**src/rtl/cascade_ack_responder.sv**
```systemverilog
// INTA sequencer for an 8259-style interrupt controller: tracks the INTA pulse
// train, resolves cascade addressing and drives the acknowledge bytes.
module cascade_ack_responder (
  input  logic       clock,
  input  logic       reset,
  input  logic       interrupt_acknowledge_n,
  input  logic [2:0] cascade_in,
  input  logic [2:0] cascade_id,
  input  logic       single_or_cascade_config,
  input  logic       slave_mode,
  input  logic       slave_irq_at_master,
  input  logic       u8086_mode,
  input  logic [7:0] interrupt_vector,
  input  logic [7:0] call_address_low,
  input  logic [7:0] call_address_high,
  output logic [7:0] data_bus_out,
  output logic       data_bus_out_enable,
  output logic       latch_in_service,
  output logic       end_of_acknowledge,
  output logic       acknowledge_abort,
  output logic       slave_selected
);

  localparam int unsigned GAP_W = 8;
  localparam logic [GAP_W-1:0] GAP_LIMIT   = GAP_W'(255);
  localparam logic [7:0]       CALL_OPCODE = 8'hCD;

  typedef enum logic [2:0] {IDLE, P1, G1, P2, G2, P3} state_t;

  state_t           state;
  logic             inta_q;
  logic             mode_q;
  logic [GAP_W-1:0] gap_counter;

  logic fall;
  logic rise;
  logic respond;

  assign fall    = inta_q & ~interrupt_acknowledge_n;
  assign rise    = ~inta_q & interrupt_acknowledge_n;
  // Whether this device owns the data bus for the vector/address bytes.
  assign respond = single_or_cascade_config | (slave_mode & slave_selected) |
                   (~slave_mode & ~slave_irq_at_master);

  always_ff @(posedge clock or posedge reset) begin
    if (reset) begin
      state               <= IDLE;
      inta_q              <= 1'b1;
      mode_q              <= 1'b0;
      gap_counter         <= '0;
      slave_selected      <= 1'b0;
      data_bus_out        <= 8'h00;
      data_bus_out_enable <= 1'b0;
      latch_in_service    <= 1'b0;
      end_of_acknowledge  <= 1'b0;
      acknowledge_abort   <= 1'b0;
    end else begin
      inta_q             <= interrupt_acknowledge_n;
      latch_in_service   <= 1'b0;
      end_of_acknowledge <= 1'b0;
      acknowledge_abort  <= 1'b0;

      case (state)
        IDLE: begin
          if (fall) begin
            state            <= P1;
            mode_q           <= u8086_mode;
            slave_selected   <= 1'b0;
            latch_in_service <= 1'b1;
            // 8080 masters and single-mode parts supply the CALL opcode.
            if (!u8086_mode && (!slave_mode || single_or_cascade_config)) begin
              data_bus_out        <= CALL_OPCODE;
              data_bus_out_enable <= 1'b1;
            end
          end
        end
        P1: begin
          if (rise) begin
            state               <= G1;
            gap_counter         <= '0;
            slave_selected      <= slave_mode & ~single_or_cascade_config &
                                   (cascade_in == cascade_id);
            data_bus_out        <= 8'h00;
            data_bus_out_enable <= 1'b0;
          end
        end
        G1: begin
          if (fall) begin
            state <= P2;
            if (respond) begin
              data_bus_out        <= mode_q ? interrupt_vector : call_address_low;
              data_bus_out_enable <= 1'b1;
            end
          end else if (gap_counter == GAP_LIMIT) begin
            state             <= IDLE;
            acknowledge_abort <= 1'b1;
          end else begin
            gap_counter <= gap_counter + GAP_W'(1);
          end
        end
        P2: begin
          if (rise) begin
            data_bus_out        <= 8'h00;
            data_bus_out_enable <= 1'b0;
            if (mode_q) begin
              state              <= IDLE;
              end_of_acknowledge <= 1'b1;
            end else begin
              state       <= G2;
              gap_counter <= '0;
            end
          end
        end
        G2: begin
          if (fall) begin
            state <= P3;
            if (respond) begin
              data_bus_out        <= call_address_high;
              data_bus_out_enable <= 1'b1;
            end
          end else if (gap_counter == GAP_LIMIT) begin
            state             <= IDLE;
            acknowledge_abort <= 1'b1;
          end else begin
            gap_counter <= gap_counter + GAP_W'(1);
          end
        end
        P3: begin
          if (rise) begin
            state               <= IDLE;
            end_of_acknowledge  <= 1'b1;
            data_bus_out        <= 8'h00;
            data_bus_out_enable <= 1'b0;
          end
        end
        default: state <= IDLE;
      endcase
    end
  end

endmodule

```
**config.mk**
```make
export PLATFORM = sky130hd
export DESIGN_NAME = cascade_ack_responder
export DESIGN_NICKNAME = d
export VERILOG_FILES = /design/src/rtl/cascade_ack_responder.sv
export SDC_FILE = /design/constraint.sdc
export NUM_CORES = 1
export LEC_CHECK = 0
export BUFFER_PORTS_ARGS = -buffer_cell sky130_fd_sc_hd__clkbuf_2
export CORE_ASPECT_RATIO = 1.5
export CORE_MARGIN = 4
export CORE_UTILIZATION = 45
export CTS_BUF_LIST = sky130_fd_sc_hd__clkbuf_16
export DETAILED_ROUTE_END_ITERATION = 16
export PLACE_DENSITY = 0.79
export SYNTH_ARGS = -nofsm -noshare
export SYNTH_HDL_FRONTEND = slang
export SYNTH_SLANG_ARGS = --single-unit
```
**constraint.sdc**
```tcl
create_clock -name clock -period 1.76 [get_ports clock]
set_clock_uncertainty 0.1 [all_clocks]
set_input_delay 0.088 -clock clock [delete_from_list [all_inputs] [get_ports clock]]
set_output_delay 0.088 -clock clock [all_outputs]
set_load 0.05 [all_outputs]
```
==> impl.org <==
** Logic synthesis
- In this run, synthesis produced a sequential element count of 26.
- Yosys warning count :: 0
- Library cell occupying the most area in the post-synthesis netlist :: sky130_fd_sc_hd__dfrtp_1
- Synthesized instance count :: 145
- Post-synth cell types :: 43
- The number of nets in the synthesized netlist is 183.
- The share of synthesized area in the top cell type comes to 41.8%.
- The synthesized netlist occupies a cell area of 0.00150 mm2.
- Avg Cell Area, Syn :: 10.3 um2
- Dominant cells by area after synthesis :: sky130_fd_sc_hd__dfrtp_1 42%, sky130_fd_sc_hd__mux2_2 14%, sky130_fd_sc_hd__nand2_1 3.8%
- Sequential cell area fraction in the yosys report :: 43.5%

** Timing
- At the pin with the least slew margin, the transition time is 0.498 ns.
- RSZ-0062 raised after global routing :: yes
- Max-slew headroom at the worst pin :: 66.6%
- Shortest clock period the worst path allows after layout :: 1.91 ns
- Portion of the clock cycle consumed by the worst path in the final layout :: 109%
- After layout, the worst setup slack is -0.153 ns.
- Number of max-slew violations in the final report :: 0
- For this run, the top clock speed supported by timing is 0.523 GHz.
- The total count of hold-check failures in the final report came to 0.
- Worst hold slack across all endpoints :: 0.0323 ns
- Setup violations remaining at the end of the flow were counted as 9.

** Routing
- The pre-antenna-repair detailed-routing pass consisted of 4 iterations.
- Average via count per standard cell :: 5.67
- In the final routed layout, each cell accounts on average for 15.5 um.
- Summing over every cut layer, the via total after detailed routing is 1485.
- Summed over all layers, the routed wires come to 4060 um.
- Initial DRC count :: 41
- Number of nets with antenna violations after detailed routing :: 0
- In the routed design, unresolved DRC markers number 0.

** Worst setup path
- Of all nets on the critical path, the largest fanout is 5.
- Capturing element type of the critical path :: flop
- The endpoint identified for the worst register-to-register timing path is data_bus_out[6].
- Tracing the worst setup path back leads to its startpoint at inta_q.
- Measured in cells, the most critical reg-to-reg path has a length of 6.
- Worst path cell trace :: nand2b_1 -> nor3_2 -> o211ai_1 -> buf_4 -> a21oi_4 -> mux2_2
- The worst register-to-register path has a setup slack of -0.15 ns.
- Startpoint of the lowest-slack register-to-register path :: inta_q
- The largest individual stage delay along the critical path comes from the cell sky130_fd_sc_hd__dfstp_2.
- By startpoint and endpoint, the worst setup path is classified as flop to flop.
- Worst endpoint data arrival time :: 1.95 ns
- Crit path required time :: 1.80 ns
- In this design, the stage delay of the slowest critical-path cell is 0.54 ns.
- The worst setup path is launched from a flop.

** Layout
- Fraction of layout instances using a drive strength above 1 :: 48.2%
- Cells fill 66.1% of the core in the end.
- Area overhead of the layout relative to synthesis :: 40.9%
- Nets :: 261
- The number of antenna diodes in the final layout is 0.

** Power
- In this run the static leakage power is 1.02 nW.
- Power spread over the standard cell area amounts to 1440 mW/mm2.
- Maximum VDD drop :: 0.757 mV
- Total power for the finished layout comes to 3.03 mW.

** Global routing
- Global routing used 2.66% of the available met3 tracks.
- The number of antenna violations at the first check in global routing came to 0.
- Entering global routing, the biggest net connects 27 pins.
- Via count of the first global-routing pass :: 1477
- Global-route track usage on met1 :: 18.7%
- After global routing, the most crowded layer is met2.
- Global routing finished with a remaining overflow of 0.
- Met2 Usage GRT :: 34.1%
- Total global-route track usage :: 18.5%
- Wire length of the first global-routing pass :: 6070 um

** Flow run
- MaxCap Viol Count :: 0

** Placement
- Placer Congestion :: 0.855
- Worst slack at placement :: -0.149 ns
- Input and output buffers added on the ports amount to 49.
- Estimated wirelength of the detail-placed design :: 2860 um

** Die
- Initial core utilization :: 46.9%
- After floorplanning, the core was divided into 25 placement rows.
- I/O pin total :: 50
- Die outline height :: 78.7 um
- The total area inside the core boundary comes to 0.00319 mm2.
- Die Area :: 0.00433 mm2
- From left edge to right edge, the die measures 55.1 um.

** Worst hold path
- The worst hold path terminates at mode_q.
- The path class of the tightest hold or removal check is primary input to flop.
- Hold Path Depth :: 2
- In this run the most critical hold path is launched from u8086_mode.

** CTS
- Inserted Clock Buffers :: 3
- Maximum clock insertion buffer count :: 2
- CTS built an H-tree with a depth of 1.
- Clk slew on worst S/H paths :: 0.06 ns
- Clk_lat worst skew :: 0.26 ns
- TritonCTS clock tree :: built
- Cell chosen for the clock root :: sky130_fd_sc_hd__clkbuf_16
- CTS sink cnt :: 26

** Run status
- The final reports fail on setup timing.
- The flow ran to the end, but the final reports show violations.
cell usage in the layout, fill, tap and decap left out, types with 4 or more instances in the layout:
cell type / count
sky130_fd_sc_hd__dfrtp_1: 25
sky130_fd_sc_hd__nand2_1: 14
sky130_fd_sc_hd__buf_4: 23
sky130_fd_sc_hd__a21oi_1: 4
sky130_fd_sc_hd__o21ai_0: 9
sky130_fd_sc_hd__mux2_2: 17
sky130_fd_sc_hd__nor2_1: 5
sky130_fd_sc_hd__a221o_1: 5
sky130_fd_sc_hd__clkbuf_2: 49
sky130_fd_sc_hd__nand3_1: 6
where the power goes:
group          leakage [nW]  internal [mW]  switching, mW
Sequential            0.340          0.771          0.143
Combinational         0.636          0.705          0.918
Clock                0.0423          0.304          0.194
Total                  1.02           1.78           1.25
cell usage after synthesis, drive strengths merged:
master and count:
dfrtp 25, mux2 18, nand2 15, o21ai 9, a21oi 6, nand3 6
a221o 5, nor2 5, nor3 5, a22o 3, buf 3, nand2b 3
nand4 3, o31ai 3, xor2 3, a21o 2, inv 2, nand3b 2
nor4 2, o211ai 2, o21bai 2, o31a 2, or3 2, xnor2 2
a211oi 1, a21boi 1, a2bb2oi 1, a32o 1, a41oi 1, and2b 1
and3 1, clkbuf 1, dfstp 1, ha 1, nor2b 1, o21a 1
or2 1, or2b 1, or4 1
how the worst max path moves through the flow:
stage | to | slack [ns] | cells past startpoint
CTS | data_bus_out[6] | -0.12 | 5
global route | data_bus_out[7] | -0.24 | 6
finish | data_bus_out[6] | -0.15 | 6
global placement | data_bus_out[5] | -0.10 | 5
floorplan | data_bus_out[0] | -0.16 | 6
detailed placement | data_bus_out[6] | -0.15 | 5
kinds of logic (layout without fill, tap and decap cells):
logic type	count (synthesis)	count (layout)	synth area share, %
xor gates and xnor gates	5	5	2.92
adders and majority gates	1	1	0.835
and+or+nand+nor	49	49	17.4
AOI/OAI and AO/OA	40	41	19.9
DFF	26	26	43.5
muxes	18	18	13.5
buffers and inverters	6	82	1.92
registers in the layout, indices dropped and copies added, names as in the netlist:
name,flops
data_bus_out,8
state,3
acknowledge_abort,1
mode_q,1
end_of_acknowledge,1
inta_q,1
slave_selected,1
data_bus_out_enable,1
gap_counter,8
latch_in_service,1
worst max-delay path: cells and delay by family (launching register included):
kind / cells / cell delay [ns]
AO/OA/AOI/OAI: 2 / 0.35
flip-flops: 1 / 0.54
AND/OR/NAND/NOR: 2 / 0.26
multiplexers: 1 / 0.37
buffers and inverters: 1 / 0.18
area by class of cell:
type	instances	area (um2)
Fill cell	260	1080
Tap cell	40	50.0
Timing Repair Buffer	76	460
Clock buffer	3	75.1
Inverter	2	7.51
Clock inverter	1	3.75
Multi-Input combinational cell	114	861
Sequential cell	26	652
stage by stage:
stage	setup TNS, ns	instance area (um2)	cells
after detailed placement	-1.07	1950	253
after global placement	-0.772	1950	253
final	-1.26	2110	262
after CTS	-0.921	2080	262
after floorplan	-1.27	1510	145
after global routing	-1.98	2110	262
what timing repair did:
action,CTS,global route
gates resized for setup,0,7
hold buffers,2,0
hold endpoints to repair,26,0
setup endpoints to repair,8,13
gates cloned,1,0
setup buffers,2,0
pin swaps,3,2
per-layer routing:
| layer | share of wire, % | wire, um |
|---|---|---|
| met1 | 35 | 1420 |
| met2 | 54 | 2180 |
| met3 | 8.5 | 344 |
| met4 | 2.9 | 116 |
| met5 | 0 | 0 |
Power figures use the tool's default switching activity.
